[src/rtl/fifo_rd_ctrl_if.sv]
// Bundle of signals that runs between the FIFO memory's read port, its
// snooped write handshake and the downstream valid/ready consumer.
// master: the read controller. slave: the memory/consumer side.
// Optional macro FIFO_RD_ERR_CNT_EN adds the 8-bit err_cnt signal.
interface fifo_rd_ctrl_if #(
    parameter int WIDTH      = 32,
    parameter int FIFO_DEPTH = 8,
    parameter int CNT_W      = $clog2(FIFO_DEPTH) + 1
);
    logic             mem_wr_en;
    logic             wr_full_err;
    logic             mem_rd_en;
    logic [WIDTH-1:0] fifo_rd_data;
    logic             rd_empty_err;
    logic [WIDTH-1:0] out_data;
    logic             out_valid;
    logic             out_ready;
    logic [CNT_W-1:0] mem_count;
    logic             rd_err;
    logic             clr_err;
`ifdef FIFO_RD_ERR_CNT_EN
    logic [7:0]       err_cnt;
`endif

    modport master (
`ifdef FIFO_RD_ERR_CNT_EN
        output err_cnt,
`endif
        output mem_rd_en, out_data, out_valid, mem_count, rd_err,
        input  mem_wr_en, wr_full_err, fifo_rd_data, rd_empty_err,
        input  out_ready, clr_err
    );

    modport slave (
`ifdef FIFO_RD_ERR_CNT_EN
        input  err_cnt,
`endif
        input  mem_rd_en, out_data, out_valid, mem_count, rd_err,
        output mem_wr_en, wr_full_err, fifo_rd_data, rd_empty_err,
        output out_ready, clr_err
    );
endinterface

[src/rtl/fifo_rd_ctrl.sv]
// Read-side controller for the FIFO memory. Keeps a mirror of the memory
// occupancy from the snooped write handshake and its own reads, issues reads
// only when the mirror is non-zero and the two-entry skid buffer has room,
// and presents the buffer head as a valid/ready stream.
// Optional macro FIFO_RD_ERR_CNT_EN adds a saturating 8-bit error counter.
module fifo_rd_ctrl #(
    parameter int WIDTH      = 32,
    parameter int FIFO_DEPTH = 8,
    parameter int CNT_W      = $clog2(FIFO_DEPTH) + 1
) (
    input  logic          CLK,
    input  logic          nRST,
    fifo_rd_ctrl_if.master bus
);
    // Skid buffer occupancy states
    localparam logic [1:0] EMPTY = 2'd0;
    localparam logic [1:0] ONE   = 2'd1;
    localparam logic [1:0] TWO   = 2'd2;

    localparam logic [CNT_W-1:0] DEPTH_C = CNT_W'(FIFO_DEPTH);

    logic [1:0]       buf_cnt;
    logic [WIDTH-1:0] slot0;
    logic [WIDTH-1:0] slot1;
    logic [CNT_W-1:0] mem_count_q;
    logic [CNT_W-1:0] cnt_nxt;
    logic             rd_err_q;
    logic             rd_issue;
    logic             wr_acc;
    logic             rd_acc;
    logic             empty_ev;
    logic             ovf_ev;
    logic             out_fire;

    // Reads depend only on registered state, never on out_ready
    assign rd_issue = (mem_count_q != '0) && (buf_cnt != TWO);
    assign wr_acc   = bus.mem_wr_en && !bus.wr_full_err;
    assign rd_acc   = rd_issue && !bus.rd_empty_err;
    assign empty_ev = rd_issue && bus.rd_empty_err;
    assign ovf_ev   = wr_acc && (mem_count_q == DEPTH_C);
    assign out_fire = (buf_cnt != EMPTY) && bus.out_ready;

    assign bus.mem_rd_en = rd_issue;
    assign bus.out_valid = (buf_cnt != EMPTY);
    assign bus.out_data  = slot0;
    assign bus.mem_count = mem_count_q;
    assign bus.rd_err    = rd_err_q;

    // Next mirror count: resync to 0 on an empty error, else +/-1 with saturation
    always_comb begin
        // NOTE: default assignment first so no path leaves cnt_nxt unassigned (no latch).
        cnt_nxt = mem_count_q;
        if (empty_ev) begin
            cnt_nxt = '0;
        end else if (wr_acc && !rd_acc && (mem_count_q != DEPTH_C)) begin
            cnt_nxt = mem_count_q + CNT_W'(1);
        end else if (rd_acc && !wr_acc && (mem_count_q != '0)) begin
            cnt_nxt = mem_count_q - CNT_W'(1);
        end
    end

    // Register the mirror count
    always_ff @(posedge CLK or negedge nRST) begin
        // NOTE: non-blocking assignments in clocked blocks so every register samples pre-edge values.
        if (!nRST) begin
            mem_count_q <= '0;
        end else begin
            mem_count_q <= cnt_nxt;
        end
    end

    // Skid buffer FSM: load on accepted reads, shift on consumer transfers
    always_ff @(posedge CLK or negedge nRST) begin
        if (!nRST) begin
            // NOTE: data slots are reset because out_data is required to read 0 after reset.
            buf_cnt <= EMPTY;
            slot0   <= '0;
            slot1   <= '0;
        end else begin
            case (buf_cnt)
                EMPTY: begin
                    if (rd_acc) begin
                        slot0   <= bus.fifo_rd_data;
                        buf_cnt <= ONE;
                    end
                end
                ONE: begin
                    if (rd_acc && !out_fire) begin
                        slot1   <= bus.fifo_rd_data;
                        buf_cnt <= TWO;
                    end else if (out_fire && !rd_acc) begin
                        buf_cnt <= EMPTY;
                    end else if (out_fire && rd_acc) begin
                        slot0   <= bus.fifo_rd_data;
                    end
                end
                TWO: begin
                    if (out_fire) begin
                        slot0   <= slot1;
                        buf_cnt <= ONE;
                    end
                end
                default: buf_cnt <= EMPTY;
            endcase
        end
    end

    // Sticky error flag: a new error wins over a simultaneous clear
    always_ff @(posedge CLK or negedge nRST) begin
        if (!nRST) begin
            rd_err_q <= 1'b0;
        end else if (empty_ev || ovf_ev) begin
            rd_err_q <= 1'b1;
        end else if (bus.clr_err) begin
            rd_err_q <= 1'b0;
        end
    end

`ifdef FIFO_RD_ERR_CNT_EN
    logic [7:0] err_cnt_q;
    logic [1:0] ev_n;
    logic [8:0] ecnt_sum;

    assign ev_n        = {1'b0, empty_ev} + {1'b0, ovf_ev};
    assign ecnt_sum    = {1'b0, err_cnt_q} + {7'b0, ev_n};
    assign bus.err_cnt = err_cnt_q;

    // Error event counter: saturates at 255, clear loses to a coincident event
    always_ff @(posedge CLK or negedge nRST) begin
        if (!nRST) begin
            err_cnt_q <= '0;
        end else if (bus.clr_err) begin
            if (ev_n == 2'd0) begin
                err_cnt_q <= '0;
            end
        end else if (ev_n != 2'd0) begin
            err_cnt_q <= ecnt_sum[8] ? 8'hFF : ecnt_sum[7:0];
        end
    end
`endif

endmodule

[src/flat_wrapper.sv]
// flat-port wrapper written by rule: the top's interface ports become plain ports
module fifo_rd_ctrl_flat 
#(
    parameter int WIDTH      = 32,
    parameter int FIFO_DEPTH = 8,
    parameter int CNT_W      = $clog2(FIFO_DEPTH) + 1
)
  (CLK, nRST, bus_mem_rd_en, bus_out_data, bus_out_valid, bus_mem_count, bus_rd_err, bus_mem_wr_en, bus_wr_full_err, bus_fifo_rd_data, bus_rd_empty_err, bus_out_ready, bus_clr_err);
  fifo_rd_ctrl_if #(.WIDTH(WIDTH), .FIFO_DEPTH(FIFO_DEPTH), .CNT_W(CNT_W)) bus_i ();
  input  logic CLK;
  input  logic nRST;
  output wire logic [$bits(bus_i.mem_rd_en)-1:0] bus_mem_rd_en;
  output wire logic [$bits(bus_i.out_data)-1:0] bus_out_data;
  output wire logic [$bits(bus_i.out_valid)-1:0] bus_out_valid;
  output wire logic [$bits(bus_i.mem_count)-1:0] bus_mem_count;
  output wire logic [$bits(bus_i.rd_err)-1:0] bus_rd_err;
  input wire logic [$bits(bus_i.mem_wr_en)-1:0] bus_mem_wr_en;
  input wire logic [$bits(bus_i.wr_full_err)-1:0] bus_wr_full_err;
  input wire logic [$bits(bus_i.fifo_rd_data)-1:0] bus_fifo_rd_data;
  input wire logic [$bits(bus_i.rd_empty_err)-1:0] bus_rd_empty_err;
  input wire logic [$bits(bus_i.out_ready)-1:0] bus_out_ready;
  input wire logic [$bits(bus_i.clr_err)-1:0] bus_clr_err;
  assign bus_mem_rd_en = bus_i.mem_rd_en;
  assign bus_out_data = bus_i.out_data;
  assign bus_out_valid = bus_i.out_valid;
  assign bus_mem_count = bus_i.mem_count;
  assign bus_rd_err = bus_i.rd_err;
  assign bus_i.mem_wr_en = bus_mem_wr_en;
  assign bus_i.wr_full_err = bus_wr_full_err;
  assign bus_i.fifo_rd_data = bus_fifo_rd_data;
  assign bus_i.rd_empty_err = bus_rd_empty_err;
  assign bus_i.out_ready = bus_out_ready;
  assign bus_i.clr_err = bus_clr_err;
  fifo_rd_ctrl #(.WIDTH(WIDTH), .FIFO_DEPTH(FIFO_DEPTH), .CNT_W(CNT_W)) u_core (.CLK(CLK), .nRST(nRST), .bus(bus_i));
endmodule
[config.mk]
export PLATFORM = sky130hd
export DESIGN_NAME = fifo_rd_ctrl_flat
export DESIGN_NICKNAME = d
export VERILOG_FILES = /design/src/rtl/fifo_rd_ctrl_if.sv /design/src/rtl/fifo_rd_ctrl.sv /design/src/flat_wrapper.sv
export SDC_FILE = /design/constraint.sdc
export NUM_CORES = 1
export LEC_CHECK = 0
export CAP_MARGIN = 20
export CORE_ASPECT_RATIO = 0.9
export CORE_MARGIN = 1.5
export CORE_UTILIZATION = 47
export DETAILED_ROUTE_END_ITERATION = 6
export PLACE_DENSITY = 0.76
export RECOVER_POWER = 25
export SKIP_LAST_GASP = 1
export SYNTH_ARGS = -nofsm -noshare
export SYNTH_HDL_FRONTEND = slang
export SYNTH_SLANG_ARGS = --single-unit
[constraint.sdc]
create_clock -name CLK -period 3.63 [get_ports CLK]
set_input_delay 0.726 -clock CLK [delete_from_list [all_inputs] [get_ports CLK]]
set_output_delay 0.726 -clock CLK [all_outputs]
set_load 0.02 [all_outputs]
# [After elaboration in Yosys (flattened, before gate mapping)]
# Index checks and enable logic that the tools add are counted.
[op_classes] n_eq_ne=11 muxes=16 reduce_logical=28 addsub=2
[ops] cell="32-bit 2-to-1 mux" n=5
[ops] cell="32-bit one-hot mux with 3 select lines" n=1
[ops] cell="1-bit logical AND" n=13
[ops] cell="4-bit 2-to-1 mux" n=3
[ops] cell="2-bit 2-to-1 mux" n=4
[ops] cell="2-bit by 1-bit != test with 1-bit output (second input constant)" n=3
[ops] cell="2-bit != test (second input constant)" n=3
[ops] cell="2-bit one-hot mux with 3 select lines" n=1
[ops] cell="6-bit AND reduction" n=1
[ops] cell="3-bit nonzero test" n=2
[ops] cell="1-bit zero test" n=5
[ops] cell="4-bit by 1-bit adder with 4-bit output (second input constant)" n=1
[ops] cell="4-bit equality test (second input constant)" n=1
[ops] cell="4-bit != test (second input constant)" n=1
[ops] cell="2-bit nonzero test" n=2
[ops] cell="4-bit nonzero test" n=1
[ops] cell="4-bit by 1-bit subtractor with 4-bit output (second input constant)" n=1
[ops] cell="3-bit by 1-bit != test with 1-bit output (second input constant)" n=1
[ops] cell="3-bit AND reduction" n=1
[ops] cell="2-bit by 1-bit equality test with 1-bit output (second input constant)" n=1
[ops] cell="2-bit equality test (second input constant)" n=1
[ops] cell="2-bit zero test" n=1
[ops] cell="1-bit 2-to-1 mux" n=2
[ops] cell="2-bit AND reduction" n=1
[ops] cell="1-bit logical OR" n=1
[totals] reg_bits=71 out_inout_bits=39 input_bits=39

# [Logic depth before layout (Yosys ltp)]
# Gate-level depths: netlist of run 1.
[logic_depth] ltp_word=8 mapped_depth=10 depth_no_buf=8

# [Worst setup path before layout of run 1]
# No wires, ideal clock.
[synth_path] kind="input-to-reg" start="in bus_rd_empty_err" end="reg u_core.mem_count_q[3] (netlist: u_core.bus.mem_count[3])" slack_ns=0.939 required_ns=3.547 arrival_time_ns=2.608 cell_stages=8 cell_sequence="buf_1 > nor3_1 > or3_1 > ha_1 > a211oi_1 > nor3_1 > o221a_2 > o21ai_0"
[synth_between] elab_chain_len=7 elab_cells_between_ends=11
[synth_lines] element="from (decl)" line="flat_wrapper.sv:20" source="input wire logic [$bits(bus_i.rd_empty_err)-1:0] bus_rd_empty_err;"
[synth_lines] element="1-bit zero test" line="fifo_rd_ctrl.sv:38" source="assign rd_acc = rd_issue && !bus.rd_empty_err;"
[synth_lines] element="1-bit logical AND" line="fifo_rd_ctrl.sv:38"
[synth_lines] element="1-bit zero test" line="fifo_rd_ctrl.sv:55" source="end else if (wr_acc && !rd_acc && (mem_count_q != DEPTH_C)) begin"
[synth_lines] element="1-bit logical AND (2 in series)" line="fifo_rd_ctrl.sv:55"
[synth_lines] element="4-bit 2-to-1 mux" line="fifo_rd_ctrl.sv:55"
[synth_lines] element="4-bit 2-to-1 mux" line="fifo_rd_ctrl.sv:53" source="if (empty_ev) begin"
[synth_lines] element="to (signal assigned)" line="fifo_rd_ctrl.sv:68" source="mem_count_q <= cnt_nxt;"
[synth_lines] element="to (decl)" line="fifo_rd_ctrl.sv:25" source="logic [CNT_W-1:0] mem_count_q;"
# Parallel ways exist; a longest one is shown, timed or not.
# A chain may end at the register's enable or synchronous reset.

# [Worst setup path in the final report of run 1]
# Same ends and word-level chain as after synthesis.

==> results of run 1 <==
## worst paths after layout
| kind | start | endpoint | slack (ps) | cells after the start |
|---|---|---|---|---|
| min in group asynchronous | nRST | u_core.slot1[2] | 830 | 1 |
| hold / removal | u_core.slot1[16] | u_core.slot1[16] | 510 | 1 |
| setup / recovery | bus_rd_empty_err | u_core.bus.mem_count[3] | 710 | 8 |
| hold reg to reg | u_core.slot1[16] | u_core.slot1[16] | 510 | 1 |
| setup reg to reg | u_core.buf_cnt[1] | u_core.bus.mem_count[3] | 730 | 8 |
| max in group asynchronous | nRST | u_core.bus.mem_count[3] | 1770 | 1 |
## critical path, delay by kind of cell
kind / cells / cell delay, ps
and+or+nand+nor: 3 / 640
buffers and inverters: 1 / 640
AOI/OAI and AO/OA: 3 / 820
adders and majority gates: 1 / 290
## metal layers
metal / global-route usage / vias up
li1: - / 1179
met4: 0.05035 / 0
met2: 0.3138 / 68
met3: 0.06960 / 7
met1: 0.2446 / 1176
met5: 0 / -
## placed cells by master (no fill, tap or decap), drive strengths merged, types with 2 or more instances in the layout
| cell | synthesis | layout |
|---|---|---|
| clkbuf | 11 | 12 |
| a21oi | 3 | 3 |
| o21ai | 2 | 2 |
| mux2 | 35 | 35 |
| a31oi | 32 | 32 |
| ha | 2 | 2 |
| nor2 | 38 | 38 |
| o21a | 2 | 2 |
| buf | 9 | 3 |
| o22ai | 2 | 2 |
| nand2b | 2 | 2 |
| nand2 | 65 | 65 |
| or2 | 2 | 2 |
| clkdlybuf4s50 | 0 | 76 |
| nor3 | 4 | 4 |
| bufinv | 0 | 2 |
| dfrtp | 71 | 71 |
| nor2b | 3 | 3 |
| nor4 | 2 | 2 |
| inv | 4 | 4 |
| clkinv | 0 | 2 |
## sequential cells by signal, summed over array words and instances, names as in the netlist
signal                flops
u_core.bus.out_data      32
u_core.slot1             32
u_core.bus.mem_count      4
u_core.buf_cnt            2
u_core.bus.rd_err         1
## cells by family (layout without fill, tap and decap cells)
logic type	after synthesis	in the layout	synth area share
AOI/OAI and AO/OA	48	48	0.09858
xor gates and xnor gates	1	1	0.002614
adders and majority gates	3	3	0.01344
buffers and inverters	24	100	0.04518
DFF	71	71	0.5302
muxes	36	36	0.1542
and+or+nand+nor	121	121	0.1557
## power by group
group	internal, uW	total, uW	switching [uW]
Clock	406	704	298
Combinational	963	1830	864
Sequential	1190	1460	267
## through the flow
stage	worst slack, ps	util	area, um^2	std cells
CTS	721.1	0.6250	4354	473
finish	711.8	0.6246	4352	473
global placement	478.6	0.5930	4131	457
global route	548.4	0.6246	4352	473
floorplan	939.3	-	3351	304
detailed placement	341.7	0.5930	4131	457
## area by class of cell
class                           instances  area share
Clock buffer                           11     0.03249
Tap cell                               93     0.02674
Clock inverter                          5     0.01869
Multi-Input combinational cell        209      0.3292
Sequential cell                        71      0.4083
Inverter                                4    0.003450
Timing Repair Buffer                   80      0.1811
==> flow_summary_export.csv, run 1 <==
group,metric,value,unit
clocking,clk_pin_slew,70,ps
die,core,0.006967,mm^2
status,outcome,"finished, violations left",
die,die_h,83.10,um
routing,ant_nets,0,
grt,antenna_found_initial,0,
power_and_ir_drop,p_leak,0.001860,uW
critical_path,path_cells,"clkdlybuf4s50_1 > nor3_1 > or3_1 > ha_1 > a211oi_1 > nor4_1 > a311oi_1 > o21ai_0",
timing,post-route-min-period,2918,ps
synth,synth_seq_area_share,0.5302,
clocking,cts_buffer_depth,2,
synth,yosys-top-cells-count,"dfrtp_1 (71), nand2_1 (65), nor2_1 (38)",
clocking,cts-root-buf,"clkbuf_8",
clocking,cts_resized,0,
status,failed_checks,"max-capacitance violations, max-slew violations",
flow_run,drv_cap,1,
timing,skew,8.406,ps
die,initial_core_util,0.4810,
die,row_count,29,
power_and_ir_drop,ir_drop,0.6316,mV
placed_design,dpl.hpwl,4.415,mm
placed_design,gp_congestion,0.7869,
critical_path,critPathKind,"in2reg",
synth,ys_warn_count,0,
critical_path,cp-end-kind,"flop",
grt,grt.total_usage,0.1930,
cells_and_area,n_antenna_cell,0,
clocking,htree_levels,3,
timing,finalMaxSlewViolations,72,
timing,hold_viol,0,
clocking,worstSkewPairLatency,340,ps
cells_and_area,synthToLayoutAreaGrowth,29.87,%
critical_path,cp_slowest_cell,"clkdlybuf4s50_1",
timing,finalSetupViolCount,0,
synth,synthesis.nets,346,
timing,fin_setup_tns,0,ps
routing,via_count,2430,
cells_and_area,ff_latch_area,0.001777,mm^2
die,die_w,92,um
routing,drc_errors,0,
routing,wl_met3,405,um
routing,viasPerCell,5.137,
critical_path,cp.required,3850,ps
timing,fmax,342.7,MHz
power_and_ir_drop,powerDensity,916.3,mW/mm^2
cells_and_area,drive_gt1_frac,0.1658,
synth,synth_top_area_frac,0.5302,
routing,initialDrtViolationCount,107,
critical_path,arrival,3130,ps
synth,yosys.cell_types.count,39,
critical_path,slowest_delay,640,ps
synth,synth_area_leaders,"dfrtp_1 (53%), mux2_4 (13%), nand2_1 (7.3%), a31oi_1 (6.0%), nor2_1 (4.3%)",
hold_path,hold_path.class,"reg2reg",
synth,synth_edf_count,0,
timing,max_slew_margin,-0.1518,
synth,syn_avg_cell_area,11.02,um^2
critical_path,cp-start-kind,"primary input",
cells_and_area,multi_input_area,0.001433,mm^2
synth,synth_cells,304,
power_and_ir_drop,finalPower,3987,uW
synth,synth_top_area_cell,"dfrtp_1",
clocking,cts.sink_count,71,
cells_and_area,fill_cells,568,
synth,synth.most_common_cell,"dfrtp_1",
timing,hold_slack,511.2,ps
clocking,numCtsBuffers,9,
routing,top_layer,"met4",
timing,period_share,0.8039,
placed_design,port_buffers,77,
critical_path,crit_path_max_fanout,7,
routing,wl_per_cell,14.40,um
routing,drt-total-wl,6.812,mm
synth,synth_seq_cells,71,
synth,ys_async_sr_fraction,1.000,
grt,grt_max_degree,72,
timing,grt_setup_unrepaired,"no",
clocking,cts_tree,"done",
grt,grt_pass1_wl,11.45,mm
clocking,cts_hold_buf,0,
synth,syn_area,0.003351,mm^2
synth,synthFlopType,"dfrtp_1",
routing,first_pass_iters,4,
clocking,post_cts_buffers,0,
cells_and_area,num-nets-final,417,
routing,wl_met2,3.241,mm
grt,first_global_vias,2485,
grt,gr-total-overflow,0,
die,die_area,0.007645,mm^2
timing,tightest_slew,1728,ps
die,io_pins,78,
routing,wl_met1,3.099,mm
Note: power is estimated with default switching activity, not from simulation.
==> run 2, diff against run 1 <==
--- a/config.mk
+++ b/config.mk
@@ -8,7 +8,7 @@
 export CAP_MARGIN = 20
 export CORE_ASPECT_RATIO = 0.9
 export CORE_MARGIN = 1.5
-export CORE_UTILIZATION = 47
+export CORE_UTILIZATION = 45
 export DETAILED_ROUTE_END_ITERATION = 6
 export PLACE_DENSITY = 0.76
 export RECOVER_POWER = 25
==> constraint.sdc (replaced) <==
create_clock -name CLK -period 2.55 [get_ports CLK]
set_input_delay 0.51 -clock CLK [delete_from_list [all_inputs] [get_ports CLK]]
set_output_delay 0.51 -clock CLK [all_outputs]
set_load 0.02 [all_outputs]
==> flow_summary_export.csv, run 2 (synthesis results as in run 1) <==
group,metric,value,unit
status,outcome,"finished, violations left",
status,failed_checks,"max-capacitance violations, max-slew violations",
critical_path,r2r_start,"u_core.bus.mem_count[0]",
critical_path,crit_path_max_fanout,36,
grt,grt_pass1_wl,12.93,mm
power_and_ir_drop,ir_drop,0.4893,mV
critical_path,arrival,1920,ps
die,initial_core_util,0.4688,
routing,initialDrtViolationCount,101,
timing,hold_viol,0,
grt,gr-total-overflow,0,
critical_path,cp-end-kind,"output pin",
routing,ant_nets,0,
power_and_ir_drop,p_leak,0.001920,uW
timing,fmax,411.5,MHz
hold_path,min_path_cells,1,
hold_path,hold_path_end,"u_core.slot1[16]",
timing,finalMaxSlewViolations,30,
cells_and_area,drive_gt1_frac,0.1904,
cells_and_area,fin_util,0.6261,
clocking,cts_resized,0,
grt,first_global_vias,2716,
timing,tightest_slew,1539,ps
grt,antenna_found_initial,0,
clocking,htree_levels,3,
routing,drt-total-wl,7.660,mm
die,die_h,84.86,um
timing,post-route-min-period,2430,ps
critical_path,path_cells,"nor2b_2 > buf_6 > nor2_1 > clkdlybuf4s50_1",
routing,viasPerCell,5.251,
clocking,cts.sink_count,71,
critical_path,crit_family,"buffers and inverters",
clocking,numCtsBuffers,9,
clocking,cts_hold_buf,0,
hold_path,hold_path.class,"reg2reg",
critical_path,reg2reg_depth,8,
clocking,cts-root-buf,"clkbuf_8",
hold_path,hold_path_startpoint,"u_core.slot1[16]",
critical_path,cp-start-kind,"flop",
critical_path,cp.required,2040,ps
clocking,clk_pin_slew,70,ps
die,core,0.007148,mm^2
timing,grt_setup_unrepaired,"no",
cells_and_area,final_common_cell,"clkdlybuf4s50_1",
critical_path,slowest_delay,560,ps
placed_design,dpl.hpwl,5.093,mm
placed_design,dp_slack,-234.2,ps
die,die_w,93.96,um
critical_path,critPathBufInv,2,
critical_path,r2r_slack,240,ps
placed_design,port_buffers,77,
cells_and_area,final_cell_mix,"clkdlybuf4s50_1 (76), dfrtp_1 (71), nand2_1 (65)",
power_and_ir_drop,powerDensity,1289,mW/mm^2
timing,skew,6.897,ps
timing,timing.final.ws_setup,120.0,ps
cells_and_area,n_antenna_cell,0,
clocking,post_cts_buffers,0,
critical_path,cp_slowest_cell,"clkdlybuf4s50_1",
clocking,cts_buffer_depth,2,
flow_run,drv_cap,1,
cells_and_area,num-nets-final,432,
routing,via_count,2557,
placed_design,gp_congestion,0.8719,
critical_path,critPathKind,"reg2out",
grt,grt.total_usage,0.2078,
routing,wl_per_cell,15.73,um
grt,grt_max_degree,65,
timing,max_slew_margin,-0.02567,
timing,period_share,0.9529,
timing,finalSetupViolCount,0,
routing,drc_errors,0,
critical_path,rr_endpoint,"u_core.bus.mem_count[3]",
die,io_pins,78,
clocking,cts_tree,"done",
clocking,worstSkewPairLatency,330,ps
routing,first_pass_iters,4,
cells_and_area,synthToLayoutAreaGrowth,33.57,%
die,die_area,0.007973,mm^2
die,row_count,29,
## run 2: cell count changes in the layout (fill, tap and decap cells not counted), sizes merged
| cell | delta |
|---|---|
| buf | +13 |
| bufinv | -1 |
| clkbuf | +1 |
| clkinvlp | +1 |
## run 2: worst max path at each step
stage	depth (start not counted)	end	startpoint
finish	4	bus_mem_rd_en	u_core.buf_cnt[0]
CTS	4	bus_mem_rd_en	u_core.buf_cnt[0]
global route	8	u_core.bus.mem_count[3]	bus_wr_full_err
global placement	8	u_core.bus.mem_count[3]	bus_wr_full_err
detailed placement	8	u_core.bus.mem_count[3]	bus_wr_full_err
floorplan	10	u_core.bus.mem_count[3]	u_core.buf_cnt[1]
## run 2: through the flow
stage          total power (uW)  setup TNS [ps]  hold slack (ps)  cells  instance area, um^2
4_1_cts                    5781               0            210.5    487                 4473
6_report                   5769               0            514.0    487                 4476
5_1_grt                    6128               0            528.3    487                 4476
3_5_place_dp               4870          -279.4            493.1    472                 4277
2_1_floorplan              3761               0            214.4    304                 3356
3_3_place_gp               4755          -133.5            488.6    472                 4277
## run 2: final cells by class
class,count,area [um^2]
well taps,93,116.4
repair buffers,95,933.4
multi-input cells,209,1438
clock inverters,5,58.81
clock buffers,10,137.6
flip-flops and latches,71,1777
fillers,599,2673
inverters,4,15.01
## run 2: power by group
| part | switching [uW] | internal, uW | leakage, uW |
|---|---|---|---|
| Combinational | 1350 | 1490 | 0.00100 |
| Clock | 422 | 473 | 0.0000944 |
| Sequential | 338 | 1690 | 0.000822 |
## run 2: routing by layer
layer	GRT usage	wire length, um
met5	0	0
met4	0.07463	104
met3	0.03674	359
met2	0.3393	3730
met1	0.2796	3465
==> run 3, diff against run 2 <==
--- a/config.mk
+++ b/config.mk
@@ -5,11 +5,13 @@
 export SDC_FILE = /design/constraint.sdc
 export NUM_CORES = 1
 export LEC_CHECK = 0
+export ABC_AREA = 1
 export CAP_MARGIN = 20
 export CORE_ASPECT_RATIO = 0.9
 export CORE_MARGIN = 1.5
 export CORE_UTILIZATION = 45
 export DETAILED_ROUTE_END_ITERATION = 6
+export GPL_TIMING_DRIVEN = 1
 export PLACE_DENSITY = 0.76
 export RECOVER_POWER = 25
 export SKIP_LAST_GASP = 1
==> flow_summary_export.csv, run 3 <==
group,metric,value,unit
synth,synth_top_family_by_area,"compound AO/OA/AOI/OAI gates",
synth,yosys.cell_types.count,24,
routing,drc_errors,0,
synth,syn_avg_cell_area,8.871,um^2
synth,synth_top_area_cell,"dfrtp_1",
routing,via_count,2633,
synth,synth_top_area_frac,0.5312,
clocking,cts_hold_buf,0,
power_and_ir_drop,ir_drop,0.5976,mV
status,failed_checks,"max-capacitance violations, max-slew violations",
timing,post-route-min-period,2265,ps
die,row_count,29,
status,outcome,"finished, violations left",
synth,synth_cells,377,
clocking,numCtsBuffers,9,
cells_and_area,num-nets-final,493,
grt,gr-total-overflow,0,
synth,ys_warn_count,0,
grt,first_global_vias,2619,
placed_design,dpl.hpwl,4.476,mm
clocking,htree_levels,3,
cells_and_area,synthToLayoutAreaGrowth,30.71,%
clocking,cts_resized,0,
hold_path,hold_path.class,"reg2reg",
synth,synthesis.nets,419,
synth,synth_area_leaders,"dfrtp_1 (53%), nand2_1 (12%), o21ai_0 (9.1%), o21ai_2 (8.4%), inv_1 (4.9%)",
timing,fmax,441.5,MHz
synth,synth.area.mux_share,0,
grt,grt_pass1_wl,11.75,mm
synth,yosys-top-cells-count,"nand2_1 (106), dfrtp_1 (71), o21ai_0 (61)",
synth,syn_area,0.003344,mm^2
cells_and_area,n_antenna_cell,0,
timing,max_slew_margin,-0.1695,
clocking,cts_tree,"done",
critical_path,endpoint,"bus_mem_rd_en",
cells_and_area,ff_latch_area,0.001777,mm^2
critical_path,rr_endpoint,"u_core.bus.mem_count[3]",
synth,synthSimpleGateAreaFrac,0.1665,
cells_and_area,design_area,0.004372,mm^2
synth,synthFlopType,"dfrtp_1",
critical_path,reg2reg_depth,11,
synth,synth.most_common_cell,"nand2_1",
clocking,clk_pin_slew,70,ps
power_and_ir_drop,powerDensity,1286,mW/mm^2
routing,first_pass_iters,4,
routing,viasPerCell,4.796,
timing,grt_setup_unrepaired,"no",
power_and_ir_drop,p_leak,0.002146,uW
timing,finalSetupViolCount,0,
grt,antenna_found_initial,0,
placed_design,gp_congestion,0.8999,
die,die_area,0.007959,mm^2
synth,synth_fa_ha_area_frac,0.01347,
die,io_pins,78,
routing,initialDrtViolationCount,191,
clocking,cts.sink_count,71,
timing,skew,7.696,ps
critical_path,critical_path.startpoint,"u_core.bus.mem_count[0]",
routing,drt-total-wl,6.693,mm
synth,synth_seq_cells,71,
synth,ys_async_sr_fraction,1.000,
grt,grt.total_usage,0.1876,
die,die_w,93.88,um
critical_path,cp.required,2040,ps
die,initial_core_util,0.4703,
cells_and_area,final_cell_mix,"nand2_1 (106), clkdlybuf4s50_1 (76), dfrtp_1 (71)",
cells_and_area,fin_util,0.6147,
clocking,cts_buffer_depth,2,
grt,grt_max_degree,72,
synth,synth_seq_area_share,0.5312,
timing,period_share,0.8883,
critical_path,cp-end-kind,"output pin",
critical_path,r2r_start,"u_core.bus.mem_count[0]",
timing,finalMaxSlewViolations,72,
timing,hold_viol,0,
routing,wl_per_cell,12.19,um
routing,ant_nets,0,
timing,tightest_slew,1754,ps
cells_and_area,drive_gt1_frac,0.1491,
flow_run,drv_cap,1,
critical_path,arrival,1760,ps
die,die_h,84.79,um
cells_and_area,final_common_cell,"nand2_1",
clocking,worstSkewPairLatency,340,ps
critical_path,cp-start-kind,"flop",
synth,synthXorXnorAreaFrac,0.002619,
clocking,post_cts_buffers,0,
die,core,0.007112,mm^2
placed_design,port_buffers,77,
critical_path,critPathKind,"reg2out",
critical_path,crit_path_max_fanout,4,
clocking,cts-root-buf,"clkbuf_8",
timing,hold_slack,460.6,ps
critical_path,r2r_slack,450,ps
synth,synth_compound_area_frac,0.1927,
timing,fin_setup_tns,0,ps
placed_design,placed_area,0.004160,mm^2
synth,synth_edf_count,0,
cells_and_area,fill_cells,632,
cells_and_area,multi_input_area,0.001260,mm^2
-- run 3: cell count changes in the layout (fill, tap and decap cells not counted), sizes merged, moves of 8 or more --
cell,before,now
nor2,38,5
a31oi,32,0
mux2,35,0
inv,4,45
buf,16,6
nand3,0,8
nand2,65,117
o21ai,2,99
-- run 3: metrics by stage --
step / setup WS [ps] / cells / power, uW
2_1_floorplan: 627.7 / 377 / 3793
3_3_place_gp: 180.8 / 533 / 4610
3_5_place_dp: 71.70 / 533 / 4704
4_1_cts: 269.6 / 549 / 5697
5_1_grt: 197.6 / 549 / 6065
6_report: 284.8 / 549 / 5622
-- run 3: kinds of logic (layout without fill, tap and decap cells) --
family          after synthesis  after routing
compound gates              104            104
xor+xnor                      1              1
fa+ha+maj                     3              3
buf+inv                      65            144
flops                        71             71
simple gates                133            133
-- run 3: worst min path at each step --
| stage | start | to | slack [ps] | cells after the start |
|---|---|---|---|---|
| after global routing | u_core.buf_cnt[0] | u_core.buf_cnt[1] | 470 | 1 |
| after detailed placement | u_core.buf_cnt[0] | u_core.buf_cnt[1] | 430 | 1 |
| final | u_core.buf_cnt[0] | u_core.buf_cnt[1] | 460 | 1 |
| after floorplan | nRST | u_core.buf_cnt[0] | 210 | 0 |
| after CTS | nRST | u_core.bus.out_data[15] | 320 | 1 |
| after global placement | u_core.buf_cnt[0] | u_core.buf_cnt[1] | 430 | 1 |
-- run 3: power breakdown --
part	switching, uW	internal [uW]
sequential	297	1660
clock	406	553
combinational	1540	1170
-- run 3: cell type report --
type / instances / share of cell area
Tap cell: 93 / 0.02662
Multi-Input combinational cell: 241 / 0.2882
Timing Repair Buffer: 83 / 0.1912
Clock buffer: 11 / 0.03005
Inverter: 45 / 0.03864
Clock inverter: 5 / 0.01889
Sequential cell: 71 / 0.4064
-- run 3: metal layers --
metal / GRT usage / routed length [um] / up-vias
li1: - / - / 1352
met2: 0.3043 / 3188 / 62
met4: 0.05020 / 50 / 0
met5: 0 / 0 / -
met3: 0.06703 / 316 / 7
met1: 0.2385 / 3138 / 1212
-- run 3: critical path, cell delays in order, from the launching register on --
cell,delay (ps)
dfrtp_1,430
nor2_2,200
nand2_2,100
nand2_1,110
inv_1,60
clkdlybuf4s50_1,530
